<file path="src/rtl/reset_request_axi_master_if.sv">
// AXI4-Lite bus bundle between the reset-request initiator and the reset module's
// register slave. Master drives addresses/data/ready-for-responses; slave answers.
`timescale 1ns/1ps
interface reset_request_axi_master_if #(
  parameter int ADDR_W = 32,
  parameter int DATA_W = 32
);
  logic [ADDR_W-1:0]   awaddr;
  logic [2:0]          awprot;
  logic                awvalid;
  logic                awready;
  logic [DATA_W-1:0]   wdata;
  logic [DATA_W/8-1:0] wstrb;
  logic                wvalid;
  logic                wready;
  logic [1:0]          bresp;
  logic                bvalid;
  logic                bready;
  logic [ADDR_W-1:0]   araddr;
  logic [2:0]          arprot;
  logic                arvalid;
  logic                arready;
  logic [DATA_W-1:0]   rdata;
  logic [1:0]          rresp;
  logic                rvalid;
  logic                rready;

  modport master (
    output awaddr, awprot, awvalid, wdata, wstrb, wvalid, bready,
           araddr, arprot, arvalid, rready,
    input  awready, wready, bresp, bvalid, arready, rdata, rresp, rvalid
  );

  modport slave (
    input  awaddr, awprot, awvalid, wdata, wstrb, wvalid, bready,
           araddr, arprot, arvalid, rready,
    output awready, wready, bresp, bvalid, arready, rdata, rresp, rvalid
  );
endinterface

</file>
<file path="src/rtl/reset_request_axi_master.sv">
// Issues one domain reset request over AXI4-Lite: write control, poll status until
// retired, report a 2-bit completion. Optional poll timeout: RESET_REQ_TIMEOUT_EN.
`timescale 1ns/1ps
module reset_request_axi_master #(
  parameter int          C_M00_AXI_ADDR_WIDTH = 32,
  parameter int          C_M00_AXI_DATA_WIDTH = 32,
  parameter logic [31:0] BASE_ADDR            = 32'h0,
  parameter logic [31:0] CTRL_OFFSET          = 32'h0,
  parameter logic [31:0] STATUS_OFFSET        = 32'h4,
  parameter int          POLL_GAP             = 4,
  parameter int          POLL_LIMIT           = 256
) (
  input  logic                      m00_axi_aclk,
  input  logic                      m00_axi_aresetn,
  input  logic                      req_valid,
  input  logic [2:0]                req_domain,
  output logic                      req_ready,
  output logic                      done_valid,
  output logic [1:0]                done_status,
  reset_request_axi_master_if.master m00_axi
);

  localparam int AW    = C_M00_AXI_ADDR_WIDTH;
  localparam int GAP_W = $clog2(POLL_GAP + 1);
  localparam logic [31:0] CTRL_ADDR   = BASE_ADDR + CTRL_OFFSET;
  localparam logic [31:0] STATUS_ADDR = BASE_ADDR + STATUS_OFFSET;

  localparam logic [1:0] ST_OK      = 2'b00;
  localparam logic [1:0] ST_WR_ERR  = 2'b01;
  localparam logic [1:0] ST_RD_ERR  = 2'b10;

  typedef enum logic [2:0] {
    S_IDLE, S_WRITE, S_BRESP, S_READ, S_RDATA, S_GAP, S_DONE
  } state_t;

  state_t            state_reg, state_next;
  logic              aw_done_reg, aw_done_next;
  logic              w_done_reg, w_done_next;
  logic [AW-1:0]     awaddr_reg, awaddr_next;
  logic [AW-1:0]     araddr_reg, araddr_next;
  logic [31:0]       wdata_reg, wdata_next;
  logic [GAP_W-1:0]  gap_cnt_reg, gap_cnt_next;
  logic [1:0]        status_reg, status_next;
`ifdef RESET_REQ_TIMEOUT_EN
  localparam int POLL_W = $clog2(POLL_LIMIT + 1);
  localparam logic [1:0] ST_TIMEOUT = 2'b11;
  logic [POLL_W-1:0] poll_cnt_reg, poll_cnt_next;
`endif

  logic awvalid_int, wvalid_int, arvalid_int;
  logic aw_fire, w_fire;

  assign awvalid_int = (state_reg == S_WRITE) && !aw_done_reg;
  assign wvalid_int  = (state_reg == S_WRITE) && !w_done_reg;
  assign arvalid_int = (state_reg == S_READ);
  assign aw_fire     = awvalid_int && m00_axi.awready;
  assign w_fire      = wvalid_int && m00_axi.wready;

  always_ff @(posedge m00_axi_aclk or negedge m00_axi_aresetn) begin
    if (!m00_axi_aresetn) begin
      state_reg    <= S_IDLE;
      aw_done_reg  <= 1'b0;
      w_done_reg   <= 1'b0;
      awaddr_reg   <= '0;
      araddr_reg   <= '0;
      wdata_reg    <= '0;
      gap_cnt_reg  <= '0;
      status_reg   <= ST_OK;
`ifdef RESET_REQ_TIMEOUT_EN
      poll_cnt_reg <= '0;
`endif
    end else begin
      state_reg    <= state_next;
      aw_done_reg  <= aw_done_next;
      w_done_reg   <= w_done_next;
      awaddr_reg   <= awaddr_next;
      araddr_reg   <= araddr_next;
      wdata_reg    <= wdata_next;
      gap_cnt_reg  <= gap_cnt_next;
      status_reg   <= status_next;
`ifdef RESET_REQ_TIMEOUT_EN
      poll_cnt_reg <= poll_cnt_next;
`endif
    end
  end

  always_comb begin
    state_next    = state_reg;
    aw_done_next  = aw_done_reg;
    w_done_next   = w_done_reg;
    awaddr_next   = awaddr_reg;
    araddr_next   = araddr_reg;
    wdata_next    = wdata_reg;
    gap_cnt_next  = gap_cnt_reg;
    status_next   = status_reg;
`ifdef RESET_REQ_TIMEOUT_EN
    poll_cnt_next = poll_cnt_reg;
`endif
    case (state_reg)
      S_IDLE: begin
        if (req_valid) begin
          wdata_next    = {28'b0, req_domain, 1'b1};
          awaddr_next   = AW'(CTRL_ADDR);
          araddr_next   = AW'(STATUS_ADDR);
          aw_done_next  = 1'b0;
          w_done_next   = 1'b0;
`ifdef RESET_REQ_TIMEOUT_EN
          poll_cnt_next = '0;
`endif
          state_next    = S_WRITE;
        end
      end
      S_WRITE: begin
        // AW and W complete independently; leave only once both have fired.
        if (aw_fire) aw_done_next = 1'b1;
        if (w_fire)  w_done_next  = 1'b1;
        if ((aw_done_reg || aw_fire) && (w_done_reg || w_fire)) state_next = S_BRESP;
      end
      S_BRESP: begin
        if (m00_axi.bvalid) begin
          if (m00_axi.bresp[1]) begin
            status_next = ST_WR_ERR;
            state_next  = S_DONE;
          end else begin
            state_next  = S_READ;
          end
        end
      end
      S_READ: begin
        if (m00_axi.arready) begin
`ifdef RESET_REQ_TIMEOUT_EN
          poll_cnt_next = poll_cnt_reg + POLL_W'(1);
`endif
          state_next = S_RDATA;
        end
      end
      S_RDATA: begin
        if (m00_axi.rvalid) begin
          if (m00_axi.rresp[1]) begin
            status_next = ST_RD_ERR;
            state_next  = S_DONE;
          end else if (!m00_axi.rdata[0]) begin
            status_next = ST_OK;
            state_next  = S_DONE;
          end else begin
            gap_cnt_next = '0;
            state_next   = S_GAP;
          end
        end
      end
      S_GAP: begin
        if (gap_cnt_reg == GAP_W'(POLL_GAP - 1)) begin
`ifdef RESET_REQ_TIMEOUT_EN
          if (poll_cnt_reg >= POLL_W'(POLL_LIMIT)) begin
            status_next = ST_TIMEOUT;
            state_next  = S_DONE;
          end else begin
            state_next  = S_READ;
          end
`else
          state_next = S_READ;
`endif
        end else begin
          gap_cnt_next = gap_cnt_reg + GAP_W'(1);
        end
      end
      S_DONE:  state_next = S_IDLE;
      default: state_next = S_IDLE;
    endcase
  end

  assign req_ready   = (state_reg == S_IDLE);
  assign done_valid  = (state_reg == S_DONE);
  assign done_status = status_reg;

  assign m00_axi.awaddr  = awaddr_reg;
  assign m00_axi.awprot  = 3'b000;
  assign m00_axi.awvalid = awvalid_int;
  assign m00_axi.wdata   = wdata_reg;
  assign m00_axi.wstrb   = 4'hF;
  assign m00_axi.wvalid  = wvalid_int;
  assign m00_axi.bready  = (state_reg == S_BRESP);
  assign m00_axi.araddr  = araddr_reg;
  assign m00_axi.arprot  = 3'b000;
  assign m00_axi.arvalid = arvalid_int;
  assign m00_axi.rready  = (state_reg == S_RDATA);

  // Only the error bit of each response and the busy bit of status matter.
  logic unused_bits;
  assign unused_bits = ^{m00_axi.bresp[0], m00_axi.rresp[0], m00_axi.rdata[31:1]};

endmodule

</file>
<file path="src/flat_wrapper.sv">
// flat-port wrapper written by rule: the top's interface ports become plain ports
module reset_request_axi_master_flat 
#(
  parameter int          C_M00_AXI_ADDR_WIDTH = 32,
  parameter int          C_M00_AXI_DATA_WIDTH = 32,
  parameter logic [31:0] BASE_ADDR            = 32'h0,
  parameter logic [31:0] CTRL_OFFSET          = 32'h0,
  parameter logic [31:0] STATUS_OFFSET        = 32'h4,
  parameter int          POLL_GAP             = 4,
  parameter int          POLL_LIMIT           = 256
)
  (m00_axi_aclk, m00_axi_aresetn, req_valid, req_domain, req_ready, done_valid, done_status, m00_axi_awaddr, m00_axi_awprot, m00_axi_awvalid, m00_axi_wdata, m00_axi_wstrb, m00_axi_wvalid, m00_axi_bready, m00_axi_araddr, m00_axi_arprot, m00_axi_arvalid, m00_axi_rready, m00_axi_awready, m00_axi_wready, m00_axi_bresp, m00_axi_bvalid, m00_axi_arready, m00_axi_rdata, m00_axi_rresp, m00_axi_rvalid);
  reset_request_axi_master_if #(.ADDR_W(32), .DATA_W(32)) m00_axi_i ();
  input  logic m00_axi_aclk;
  input  logic m00_axi_aresetn;
  input  logic req_valid;
  input  logic [2:0] req_domain;
  output logic req_ready;
  output logic done_valid;
  output logic [1:0] done_status;
  output wire logic [$bits(m00_axi_i.awaddr)-1:0] m00_axi_awaddr;
  output wire logic [$bits(m00_axi_i.awprot)-1:0] m00_axi_awprot;
  output wire logic [$bits(m00_axi_i.awvalid)-1:0] m00_axi_awvalid;
  output wire logic [$bits(m00_axi_i.wdata)-1:0] m00_axi_wdata;
  output wire logic [$bits(m00_axi_i.wstrb)-1:0] m00_axi_wstrb;
  output wire logic [$bits(m00_axi_i.wvalid)-1:0] m00_axi_wvalid;
  output wire logic [$bits(m00_axi_i.bready)-1:0] m00_axi_bready;
  output wire logic [$bits(m00_axi_i.araddr)-1:0] m00_axi_araddr;
  output wire logic [$bits(m00_axi_i.arprot)-1:0] m00_axi_arprot;
  output wire logic [$bits(m00_axi_i.arvalid)-1:0] m00_axi_arvalid;
  output wire logic [$bits(m00_axi_i.rready)-1:0] m00_axi_rready;
  input wire logic [$bits(m00_axi_i.awready)-1:0] m00_axi_awready;
  input wire logic [$bits(m00_axi_i.wready)-1:0] m00_axi_wready;
  input wire logic [$bits(m00_axi_i.bresp)-1:0] m00_axi_bresp;
  input wire logic [$bits(m00_axi_i.bvalid)-1:0] m00_axi_bvalid;
  input wire logic [$bits(m00_axi_i.arready)-1:0] m00_axi_arready;
  input wire logic [$bits(m00_axi_i.rdata)-1:0] m00_axi_rdata;
  input wire logic [$bits(m00_axi_i.rresp)-1:0] m00_axi_rresp;
  input wire logic [$bits(m00_axi_i.rvalid)-1:0] m00_axi_rvalid;
  assign m00_axi_awaddr = m00_axi_i.awaddr;
  assign m00_axi_awprot = m00_axi_i.awprot;
  assign m00_axi_awvalid = m00_axi_i.awvalid;
  assign m00_axi_wdata = m00_axi_i.wdata;
  assign m00_axi_wstrb = m00_axi_i.wstrb;
  assign m00_axi_wvalid = m00_axi_i.wvalid;
  assign m00_axi_bready = m00_axi_i.bready;
  assign m00_axi_araddr = m00_axi_i.araddr;
  assign m00_axi_arprot = m00_axi_i.arprot;
  assign m00_axi_arvalid = m00_axi_i.arvalid;
  assign m00_axi_rready = m00_axi_i.rready;
  assign m00_axi_i.awready = m00_axi_awready;
  assign m00_axi_i.wready = m00_axi_wready;
  assign m00_axi_i.bresp = m00_axi_bresp;
  assign m00_axi_i.bvalid = m00_axi_bvalid;
  assign m00_axi_i.arready = m00_axi_arready;
  assign m00_axi_i.rdata = m00_axi_rdata;
  assign m00_axi_i.rresp = m00_axi_rresp;
  assign m00_axi_i.rvalid = m00_axi_rvalid;
  reset_request_axi_master #(.C_M00_AXI_ADDR_WIDTH(C_M00_AXI_ADDR_WIDTH), .C_M00_AXI_DATA_WIDTH(C_M00_AXI_DATA_WIDTH), .BASE_ADDR(BASE_ADDR), .CTRL_OFFSET(CTRL_OFFSET), .STATUS_OFFSET(STATUS_OFFSET), .POLL_GAP(POLL_GAP), .POLL_LIMIT(POLL_LIMIT)) u_core (.m00_axi_aclk(m00_axi_aclk), .m00_axi_aresetn(m00_axi_aresetn), .req_valid(req_valid), .req_domain(req_domain), .req_ready(req_ready), .done_valid(done_valid), .done_status(done_status), .m00_axi(m00_axi_i));
endmodule
</file>
<file path="config.mk">
export PLATFORM = sky130hd
export DESIGN_NAME = reset_request_axi_master_flat
export DESIGN_NICKNAME = d
export VERILOG_FILES = /design/src/rtl/reset_request_axi_master_if.sv /design/src/rtl/reset_request_axi_master.sv /design/src/flat_wrapper.sv
export SDC_FILE = /design/constraint.sdc
export NUM_CORES = 1
export LEC_CHECK = 0
export ABC_CLOCK_PERIOD_IN_PS = 1350
export BUFFER_PORTS_ARGS = -buffer_cell sky130_fd_sc_hd__buf_2
export CORE_MARGIN = 2
export CORE_UTILIZATION = 33
export DETAILED_ROUTE_END_ITERATION = 10
export GPL_ROUTABILITY_DRIVEN = 0
export PLACE_DENSITY = 0.81
export SYNTH_ARGS = -nofsm -noshare
export SYNTH_HDL_FRONTEND = slang
export SYNTH_SLANG_ARGS = --single-unit
</file>
<file path="constraint.sdc">
create_clock -name m00_axi_aclk -period 1.35 [get_ports m00_axi_aclk]
set_input_delay 0.27 -clock m00_axi_aclk [delete_from_list [all_inputs] [get_ports m00_axi_aclk]]
set_output_delay 0.27 -clock m00_axi_aclk [all_outputs]
set_load 0.005 [all_outputs]
</file>
Word level (Yosys, flattened, before mapping) --
Index checks and enable logic that the tools add are counted.
Word-level totals: bits of input ports 47, logic and storage cells 73, register bits after elaboration 15
Cells by class: multiplexer cells 26, $add $sub $neg 1, reduce and logical (&&, ||, !) cells 19, eq/ne operators 20
Operators by type and width (count):
- $mux 3 | 12
- $pmux 3 s6 | 1
- $ne 2x1->1 const B | 8
- $mux 2 | 6
- $reduce_and 5->1 | 2
- $eq 3x2->1 const B | 3
- $eq 3x3->1 const B | 3
- $ne 2x2->1 const B | 4
- $pmux 3 s2 | 1
- $reduce_and 3->1 | 2
- $reduce_and 6->1 | 1
- $reduce_bool 2->1 | 3
- $logic_and 1x1->1 | 5
- $pmux 1 s2 | 2
- $pmux 2 s2 | 1
- $add 3x1->3 const B | 1
- $eq 3x1->1 const B | 1
- $logic_not 3->1 | 1
- $mux 1 | 3
- $ne 3x2->1 const B | 1
- $logic_not 1->1 | 2
- $logic_or 1x1->1 | 2
- $reduce_and 2->1 | 1

Logic depth before layout (Yosys ltp) --
Gate-level depths: netlist of the first run.
depth in word-level cells 7, gate-level depth with buffers 6, mapped depth without buffers 6

Worst setup path before layout of the first run --
No wires, ideal clock.
path kind register to register, start point reg u_core.gap_cnt_reg[0], end point reg u_core.gap_cnt_reg[0], arrival 1280 ps, setup slack -55 ps, stages on the path, launching flop included 6, setup time 125 ps, required time 1225 ps, clock period less this slack 1405 ps, cells stage by stage dfrtp_1 > ha_1 > ha_1 > nor2b_1 > o21ai_2 > mux2_2
Between the ends: cells in the longest elaborated chain, start to end 3, elaborated cells on any way between the ends 6
RTL lines:
- from (decl) | RTL line reset_request_axi_master.sv:42 | logic [GAP_W-1:0] gap_cnt_reg, gap_cnt_next;
- from (signal assigned) | RTL line reset_request_axi_master.sv:79 | gap_cnt_reg <= gap_cnt_next;
- $add 3x1->3 or $eq 3x2->1 (tied branches) | RTL line reset_request_axi_master.sv:164, reset_request_axi_master.sv:152
- $mux 3 or $ne 2x2->1 (tied branches)
- $pmux 3 s2 or $reduce_and 5->1 (tied branches)
Several ways; a longest one is shown, not always the timed one. The select of a mux whose other input is x is not followed. A chain may end at the register's enable or synchronous reset.

Worst setup path in the final report of the first run --
start point reg u_core.state_reg[2], end point out m00_axi_bready
Between the ends: cells in the longest elaborated chain, start to end 1
RTL lines:
- from (decl) | RTL line reset_request_axi_master.sv:36 | state_t state_reg, state_next;
- from (signal assigned) | RTL line reset_request_axi_master.sv:73 | state_reg <= state_next;
- $eq 3x2->1 | RTL line reset_request_axi_master.sv:182 | assign m00_axi.bready = (state_reg == S_BRESP);
- to (decl) | RTL line flat_wrapper.sv:27 | output wire logic [$bits(m00_axi_i.bready)-1:0] m00_axi_bready;
No other way between the ends.

==> metrics.csv, run 1 <==
stage,metric,value,unit
critical_path,most frequent CP cell,nor2b_4,
routing,WL/cell,8.33,um
routing,drt via density,3.56,
synth,number of flops mapped to enable cells by yosys,0,
timing,Tcrit/Tclk final,1.12,
clocking,CTS tree,yes,
floorplanning,std cell rows,25,
critical_path,critical path cell sequence,nor2b_4 > buf_6 > nor2b_4 > buf_2,
clocking,Inserted Clock Buffers,3,
power,LEAKAGE,0.932,nW
global_routing,GRT overflow,0,
clocking,maximum clock insertion buffer count,2,
synth,"FF+latch count, synth",14,
routing,number of routed nets with antenna violations,0,
clocking,H-tree depth,1,
run_status,failing checks,negative setup slack,
timing,endpoints failing setup,13,
timing,RSZ-0062 raised after global routing,true,
synth,Netlist cell types,37,
synth,Syn Std Cell Area,0.00163,mm^2
layout,post-layout util,0.356,
timing,"Slew Viols, Final",0,
timing,Setup Total Neg Slack,-1.27,ns
floorplanning,die width,74.2,um
routing,drt drc,0,
critical_path,crit-path max FO,10,
critical_path,Crit. End Element,primary output,
synth,synth cell count leaders,"buf_4, dfrtp_1, nand2_1",
layout,Post-layout nets,282,
global_routing,antenna violations before repair,0,
synth,most area-hungry cell type in the Yosys netlist,buf_4,
floorplanning,Starting Density,0.344,
critical_path,worst path arrival time,1.25,ns
run_status,status,finished with violations,
timing,fmax,0.659,GHz
critical_path,Register-to-Register Path Depth,5,
global_routing,Total GRT Usage,0.0831,
timing,Setup WS post-layout,-0.167,ns
floorplanning,die area,0.00550,mm^2
floorplanning,chip height,74.2,um
placement,IO Port Bufs,27,
synth,top post-synthesis cells by area,"buf_4, dfrtp_1, mux2_2, nand2_1, buf_6",
routing,Via Count,1065,
routing,initial drt markers,25,
layout,# diodes,0,
critical_path,CP Data Required Time,1.08,ns
synth,"count leader, synth",buf_4,
synth,share of the synthesized area in the top cell type,0.471,
critical_path,critical path class,reg2out,
critical_path,r2r setup slk,-0.08,ns
job,max cap viols,0,
critical_path,start point of the critical path,u_core.state_reg[2]$_DFFE_PN0P_,
clocking,clk_lat worst skew,0.25,ns
synth,Synth Warn #,0,
critical_path,slowest CP cell,dfrtp_2,
timing,worst clock skew,0.00504,ns
placement,post-detail-place hpwl,1.99,mm
critical_path,CP max stage delay,0.50,ns
layout,number of flip-flops in the largest register,4,
clocking,Root Buffer,clkbuf_8,
timing,"Hold Violations, Final",0,
floorplanning,core area,0.00472,mm^2
synth,Post-synth ARST share,1.00,
critical_path,crit start category,flop,
timing,Tmin final,1.52,ns
synth,register area share after synthesis,0.216,
critical_path,R2R Path Start,u_core.state_reg[1]$_DFFE_PN0P_,
layout,area growth from synthesis to layout,3.39,%
clocking,"Reg clk slew, reported paths",0.06,ns
routing,drt pass-1 iters,4,
synth,Syn Inst Count,191,
power,maximum vdd drop,0.517,mV
global_routing,first-pass GRT wire length,3.51,mm
min_path,Hold Startpoint,req_domain[1],
power,total power density per cell area,1740,mW/mm^2
min_path,WHS Endpoint,u_core.m00_axi.wdata[2]$_DFFE_PN0P_,
min_path,worst hold path depth,2,
floorplanning,Ports,162,
layout,share of cells above drive strength 1,0.310,
critical_path,FF-to-FF End,u_core.done_status[1]$_DFFE_PN0P_,
min_path,worst hold path class,in2reg,
global_routing,largest net degree at the start of global routing,19,
synth,"Avg Cell Area, Syn",8.51,um^2
global_routing,vias in the first global route,805,
power,total power,2.93,mW
clocking,Sink Count,14,
routing,routed wire length,2.49,mm
synth,Post-synth top flop,dfrtp_1,
-- cell type report --
class                      instances  area (um^2)
fill                             499         3040
multi-input combinational        168          906
sequential                        14          353
timing repair buffer              44          275
tap                               67         83.8
clock buffer                       4         55.1
inverter                           2         7.51
-- kinds of logic (layout without fill, tap and decap cells) --
kind of cell / count (synthesis) / after routing / synth area share
fa+ha+maj: 2 / 2 / 0.0154
flops: 14 / 14 / 0.216
mux: 6 / 6 / 0.0400
simple gates: 37 / 37 / 0.127
other cells: 2 / 101 / 0.00462
compound gates: 22 / 22 / 0.0978
buf+inv: 108 / 50 / 0.500
-- per-layer routing --
metal  track usage  share of wire  vias up
met5             0              0        -
met2         0.150           0.52       67
met1        0.0923           0.37      499
met4        0.0303         0.0056        0
met3        0.0244           0.10        2
li1              -              -      497
-- worst max-delay path, delay by kind of cell, from the launching register on --
| kind | cells | cell delay, ns |
|---|---|---|
| simple gates | 2 | 0.27 |
| buf+inv | 2 | 0.22 |
| flops | 1 | 0.50 |
-- layout by cell type, fill, tap and decap left out, types with 2 or more instances in the layout --
cell | netlist | final
nor2_1 | 8 | 7
dfrtp_1 | 14 | 12
conb_1 | 2 | 101
buf_6 | 3 | 2
mux2i_1 | 2 | 2
a21o_1 | 2 | 2
nor2b_4 | 0 | 3
mux2_2 | 4 | 3
buf_4 | 102 | 15
nand2_1 | 9 | 8
inv_1 | 2 | 2
clkbuf_8 | 0 | 4
nor2b_1 | 5 | 2
a21oi_1 | 5 | 5
o21ai_1 | 1 | 2
o21ai_0 | 5 | 4
dfrtp_2 | 0 | 2
nand4b_1 | 2 | 2
buf_2 | 1 | 26
-- power by group --
part	internal, mW	switching, mW	total, mW
logic	0.909	0.803	1.71
registers	0.621	0.184	0.804
clock network	0.258	0.153	0.412
-- timing repair --
action | 4_1_cts | 5_1_grt
resized for setup | 16 | 5
pin swaps | 5 | 3
buffers inserted | 2 | 0
endpoints found under the hold margin | 14 | 0
setup endpoints to repair | 18 | 18
hold buffers | 1 | 0
-- per-stage QoR --
| step | instances | instance area, um^2 | setup slack [ns] | hold slack (ns) |
|---|---|---|---|---|
| detailed placement | 292 | 1520 | -0.127 | 0.197 |
| global placement | 292 | 1520 | -0.102 | 0.194 |
| finish | 299 | 1680 | -0.167 | 0.256 |
| global route | 299 | 1680 | -0.215 | 0.248 |
| CTS | 299 | 1660 | -0.164 | 0.248 |
| floorplan | 290 | 2000 | -0.0109 | -0.0256 |
-- worst max-delay path by stage --
| stage | endpoint | depth (start not counted) |
|---|---|---|
| after floorplan | u_core.gap_cnt_reg[0]$_DFFE_PN0P_ | 5 |
| after global placement | u_core.m00_axi.wdata[1]$_DFFE_PN0P_ | 3 |
| after detailed placement | u_core.m00_axi.wdata[1]$_DFFE_PN0P_ | 3 |
| after CTS | m00_axi_arvalid | 4 |
| after global routing | m00_axi_bready | 4 |
| final | m00_axi_bready | 4 |
(Power assumes the default switching activity.)
==> inputs of run 2 (changes only) <==
--- a/config.mk
+++ b/config.mk
@@ -9,8 +9,10 @@
 export BUFFER_PORTS_ARGS = -buffer_cell sky130_fd_sc_hd__buf_2
 export CORE_MARGIN = 2
 export CORE_UTILIZATION = 33
+export CTS_CLUSTER_DIAMETER = 40
 export DETAILED_ROUTE_END_ITERATION = 10
 export GPL_ROUTABILITY_DRIVEN = 0
+export GPL_TIMING_DRIVEN = 0
 export PLACE_DENSITY = 0.81
 export SYNTH_ARGS = -nofsm -noshare
 export SYNTH_HDL_FRONTEND = slang
==> constraint.sdc (replaced) <==
create_clock -name m00_axi_aclk -period 1.35 [get_ports m00_axi_aclk]
set_input_delay 0.27 -clock m00_axi_aclk [delete_from_list [all_inputs] [get_ports m00_axi_aclk]]
set_output_delay 0.27 -clock m00_axi_aclk [all_outputs]
set_load 0.05 [all_outputs]
==> run 2 against run 1 <==
The run still ends with negative setup slack left. First-iteration DRC count increased to 4.0 times the previous value. Clock power is 1% higher. Power is 69% higher. Worst setup slack lost 0.029 ns. Cell area grew 57%. Flip-flop and latch count is the same. Count of clock-buffer cells in the layout unchanged.
==> metrics.csv, run 2 (synthesis gave the netlist of run 1 again) <==
stage,metric,value,unit
routing,initial drt markers,99,
critical_path,crit-path max FO,4,
clocking,Root Buffer,clkbuf_8,
floorplanning,std cell rows,25,
clocking,CTS tree,yes,
timing,Tmin final,1.55,ns
layout,Final Cell Area,0.00264,mm^2
floorplanning,Starting Density,0.344,
clocking,maximum clock insertion buffer count,2,
timing,fmax,0.647,GHz
routing,drt drc,0,
critical_path,Crit. End Element,primary output,
clocking,Sink Count,14,
global_routing,antenna violations before repair,0,
floorplanning,die area,0.00550,mm^2
layout,Non-Filler Instances,407,
power,total power density per cell area,1870,mW/mm^2
run_status,status,finished with violations,
routing,routed wire length,3.53,mm
timing,worst clock skew,0.0111,ns
critical_path,worst path arrival time,1.28,ns
run_status,failing checks,negative setup slack,
clocking,clk_lat worst skew,0.25,ns
timing,endpoints failing setup,15,
floorplanning,core area,0.00472,mm^2
routing,drt via density,3.47,
clocking,Inserted Clock Buffers,3,
timing,RSZ-0062 raised after global routing,true,
timing,Tcrit/Tclk final,1.15,
placement,Placed Cells,384,
timing,"Slew Viols, Final",0,
min_path,worst hold path class,in2reg,
clocking,H-tree depth,1,
layout,Filler cells,425,
routing,drt pass-1 iters,4,
placement,placed inst area,0.00231,mm^2
global_routing,GRT overflow,0,
layout,area growth from synthesis to layout,62.5,%
global_routing,largest net degree at the start of global routing,15,
layout,Post-layout nets,390,
routing,WL/cell,8.66,um
layout,"commonest cells after routing, fill and taps aside","buf_4, conb_1, buf_2, dfrtp_1, buf_6",
layout,number of flip-flops in the largest register,4,
critical_path,CP Data Required Time,1.08,ns
placement,pre-CTS WS,-0.180,ns
placement,IO Port Bufs,27,
power,LEAKAGE,1.55,nW
layout,"commonest non-fill, non-tap cell in the layout",buf_4,
routing,Via Count,1411,
floorplanning,chip height,74.2,um
routing,number of routed nets with antenna violations,0,
global_routing,Total GRT Usage,0.117,
job,max cap viols,0,
timing,Setup WS post-layout,-0.196,ns
critical_path,r2r setup slk,-0.15,ns
layout,# diodes,0,
critical_path,critical path class,reg2out,
floorplanning,Ports,162,
clocking,"Reg clk slew, reported paths",0.07,ns
global_routing,first-pass GRT wire length,5.06,mm
floorplanning,die width,74.2,um
power,maximum vdd drop,0.847,mV
critical_path,crit start category,flop,
layout,share of cells above drive strength 1,0.547,
placement,post-detail-place hpwl,2.62,mm
timing,"Hold Violations, Final",0,
global_routing,vias in the first global route,1200,
## run 2: changes by cell type in the layout (fill, tap and decap cells not counted), moves of 3 or more
cell,change
buf_6,+7
buf_8,+6
nor2_4,+3
buf_4,+101
buf_2,-6
nor2_1,-4
## run 2: critical path: stages, from the launching register on
cell,delay (ns)
dfrtp_2,0.44
buf_8,0.14
nor2_4,0.13
nand2_4,0.08
nor2_4,0.09
buf_8,0.15
## run 2: stage by stage
step | hold slack [ns] | power, mW | setup TNS (ns) | util
6_report | 0.264 | 4.95 | -1.48 | 0.559
5_1_grt | 0.260 | 5.23 | -2.19 | 0.559
4_1_cts | 0.255 | 4.70 | -1.39 | 0.543
3_5_place_dp | 0.194 | 3.71 | -0.829 | 0.489
3_3_place_gp | 0.183 | 3.68 | -0.697 | 0.489
2_1_floorplan | -0.0256 | 3.34 | -1.13 | -
## run 2: routing by layer
| metal | vias up | wire [um] | global-route usage | part of all wire |
|---|---|---|---|---|
| met4 | 0 | 4 | 0.0343 | 0.0011 |
| met2 | 95 | 1780 | 0.216 | 0.50 |
| met1 | 602 | 1280 | 0.126 | 0.36 |
| li1 | 712 | - | - | - |
| met3 | 2 | 465 | 0.0407 | 0.13 |
| met5 | - | 0 | 0 | 0 |
## run 2: what timing repair did
action                     4_1_cts  5_1_grt
cloned                           0        0
setup endpoints to repair       10       18
hold buffers                     1        0
hold endpoints to repair        14        0
setup buffers                   13        5
pin swaps                        8        8
resized for setup               26       10
## run 2: final timing paths
kind	from	cells past startpoint	to
min in group asynchronous	m00_axi_aresetn	2	u_core.done_status[1]$_DFFE_PN0P_
hold / removal	req_domain[2]	2	u_core.m00_axi.wdata[3]$_DFFE_PN0P_
max in group asynchronous	m00_axi_aresetn	2	u_core.state_reg[1]$_DFFE_PN0P_
setup / recovery	u_core.state_reg[2]$_DFFE_PN0P_	5	m00_axi_wvalid
setup reg to reg	u_core.state_reg[2]$_DFFE_PN0P_	5	u_core.state_reg[1]$_DFFE_PN0P_
hold reg to reg	u_core.done_status[1]$_DFFE_PN0P_	1	u_core.done_status[1]$_DFFE_PN0P_
## run 2: where the power goes
| group | total (mW) | leakage, nW | internal [mW] | switching (mW) |
|---|---|---|---|---|
| clock network | 0.416 | 0.0288 | 0.258 | 0.158 |
| logic | 3.75 | 1.36 | 1.52 | 2.23 |
| registers | 0.782 | 0.165 | 0.624 | 0.158 |
## run 2: area by class of cell
cell class              instances  area (um^2)  share of cell area
multi-input cells             168          968               0.367
flip-flops and latches         14          354               0.134
plain buffers                 106          822               0.311
clock buffers                   4         55.1              0.0208
repair buffers                 46          350               0.133
inverters                       2         7.51             0.00284
well taps                      67         83.8              0.0317
==> inputs of run 3 (changes only) <==
--- a/config.mk
+++ b/config.mk
@@ -13,7 +13,8 @@
 export DETAILED_ROUTE_END_ITERATION = 10
 export GPL_ROUTABILITY_DRIVEN = 0
 export GPL_TIMING_DRIVEN = 0
-export PLACE_DENSITY = 0.81
+export PLACE_DENSITY = 0.86
+export SLEW_MARGIN = 10
 export SYNTH_ARGS = -nofsm -noshare
 export SYNTH_HDL_FRONTEND = slang
 export SYNTH_SLANG_ARGS = --single-unit
==> run 3 against run 2 <==
The flow still finishes with violations (negative setup slack). First-iteration DRC count shrank 59%. Fmax shrank 0.85%. Wire length grew 6.6%. Hold slack lost 0.015 ns. Flip-flop and latch count is the same. Register-to-register slack lost 0.06 ns. Via count grew 0.21%. Clock power grew 2%. Global-route usage grew 0.44 points. Clock skew shrank 0.0096 ns. Critical endpoint is now u_core.state_reg[2]$_DFFE_PN0P_. Largest cell class unchanged.
==> metrics.csv, run 3 (synthesis gave the netlist of run 1 again) <==
stage,metric,value,unit
routing,Via Count,1414,
layout,number of flip-flops in the largest register,4,
timing,Setup Total Neg Slack,-1.86,ns
global_routing,GRT met3 Usage,0.0325,
run_status,failing checks,negative setup slack,
placement,IO Port Bufs,27,
floorplanning,die area,0.00550,mm^2
floorplanning,chip height,74.2,um
placement,Placed Cells,384,
critical_path,crit start category,flop,
min_path,WHS Endpoint,u_core.m00_axi.wdata[2]$_DFFE_PN0P_,
placement,post-detail-place hpwl,2.65,mm
floorplanning,core area,0.00472,mm^2
layout,area growth from synthesis to layout,66.6,%
layout,"commonest non-fill, non-tap cell in the layout",buf_4,
floorplanning,Starting Density,0.344,
floorplanning,Ports,162,
routing,WL/cell,9.14,um
global_routing,vias in the first global route,1209,
global_routing,GR peak layer,met2,
critical_path,FF-to-FF End,u_core.state_reg[2]$_DFFE_PN0P_,
clocking,Root Buffer,clkbuf_8,
global_routing,Total GRT Usage,0.122,
critical_path,CP Data Required Time,1.53,ns
critical_path,r2r setup slk,-0.21,ns
run_status,status,finished with violations,
critical_path,critical path class,reg2reg,
critical_path,Register-to-Register Path Depth,7,
timing,worst clock skew,0.00147,ns
job,max cap viols,0,
global_routing,GR Layer Usage met1,0.129,
placement,placed inst area,0.00231,mm^2
min_path,Hold Startpoint,req_domain[1],
clocking,maximum clock insertion buffer count,2,
timing,Tmin final,1.56,ns
routing,initial drt markers,41,
critical_path,R2R Path Start,u_core.state_reg[0]$_DFFE_PN0P_,
min_path,worst hold path depth,2,
routing,drt pass-1 iters,4,
routing,drt via density,3.44,
clocking,H-tree depth,1,
timing,fmax,0.641,GHz
layout,Post-layout nets,394,
timing,endpoints failing setup,15,
power,LEAKAGE,1.59,nW
layout,Non-Filler Instances,411,
global_routing,first-pass GRT wire length,5.16,mm
critical_path,worst path arrival time,1.74,ns
clocking,Sink Count,14,
clocking,clk_lat worst skew,0.25,ns
timing,"Slew Viols, Final",0,
layout,"commonest cells after routing, fill and taps aside","buf_4, conb_1, buf_2, buf_6, dfrtp_1",
layout,# diodes,0,
power,total power density per cell area,1910,mW/mm^2
critical_path,crit-path max FO,4,
critical_path,Crit. End Element,flop,
routing,drt drc,0,
floorplanning,die width,74.2,um
clocking,"Reg clk slew, reported paths",0.06,ns
global_routing,antenna violations before repair,0,
routing,number of routed nets with antenna violations,0,
routing,routed wire length,3.76,mm
clocking,Inserted Clock Buffers,3,
timing,Setup WS post-layout,-0.210,ns
clocking,CTS tree,yes,
power,maximum vdd drop,1.04,mV
global_routing,M2 GR Usage,0.230,
layout,Final Cell Area,0.00271,mm^2
global_routing,largest net degree at the start of global routing,15,
floorplanning,std cell rows,25,
min_path,worst hold path class,in2reg,
global_routing,GRT overflow,0,
timing,"Hold Violations, Final",0,
timing,Tcrit/Tclk final,1.16,
layout,share of cells above drive strength 1,0.558,
timing,RSZ-0062 raised after global routing,true,
-- run 3: final cells by class --
type | instances | area (um^2)
Fill cell | 420 | 2020
Multi-Input combinational cell | 168 | 1000
Buffer | 106 | 818
Timing Repair Buffer | 50 | 384
Sequential cell | 14 | 354
Tap cell | 67 | 83.8
Clock buffer | 4 | 55.1
Inverter | 2 | 7.51
-- run 3: worst max-delay path, stage by stage (launching register included) --
cell and delay (ns):
dfrtp_2 0.42, buf_6 0.14, buf_6 0.13, nor2b_4 0.13
a32oi_1 0.19, nand4b_1 0.20, buf_4 0.18, o21ai_1 0.10
-- run 3: worst max path at each step --
stage               cells past startpoint  slack (ns)                       startpoint                             endpoint
floorplan                               3       -0.28  u_core.state_reg[0]$_DFFE_PN0P_  u_core.m00_axi.wdata[1]$_DFFE_PN0P_
global placement                        5       -0.18  u_core.state_reg[0]$_DFFE_PN0P_                      m00_axi_awvalid
detailed placement                      5       -0.19  u_core.state_reg[0]$_DFFE_PN0P_                      m00_axi_awvalid
CTS                                     5       -0.19  u_core.state_reg[1]$_DFFE_PN0P_                      m00_axi_awvalid
global route                            6       -0.31  u_core.state_reg[0]$_DFFE_PN0P_      u_core.state_reg[1]$_DFFE_PN0P_
finish                                  7       -0.21  u_core.state_reg[0]$_DFFE_PN0P_      u_core.state_reg[2]$_DFFE_PN0P_
-- run 3: repair_timing --
action	4_1_cts	5_1_grt
hold endpoints to repair	14	0
buffers inserted	19	3
setup endpoints to repair	11	18
pin swaps	10	10
gates resized for setup	33	10
hold buffers	1	0
-- run 3: layer usage --
| layer | vias up | share of wire |
|---|---|---|
| li1 | 721 | - |
| met1 | 613 | 0.35 |
| met2 | 75 | 0.53 |
| met3 | 5 | 0.093 |
| met4 | 0 | 0.019 |
| met5 | - | 0 |
-- run 3: report_power, final --
| group | total (mW) | switching [mW] | internal [mW] | leakage [nW] |
|---|---|---|---|---|
| registers | 0.779 | 0.154 | 0.624 | 0.165 |
| clock network | 0.424 | 0.165 | 0.259 | 0.0288 |
| logic | 3.97 | 2.33 | 1.63 | 1.40 |
-- run 3: per-stage QoR --
step	setup slack (ns)	utilization	hold WS, ns	total power, mW
floorplan	-0.285	-	-0.0256	3.34
global placement	-0.178	0.489	0.181	3.67
detailed placement	-0.190	0.489	0.189	3.73
CTS	-0.193	0.559	0.249	4.90
global route	-0.306	0.573	0.251	5.43
finish	-0.210	0.573	0.248	5.17
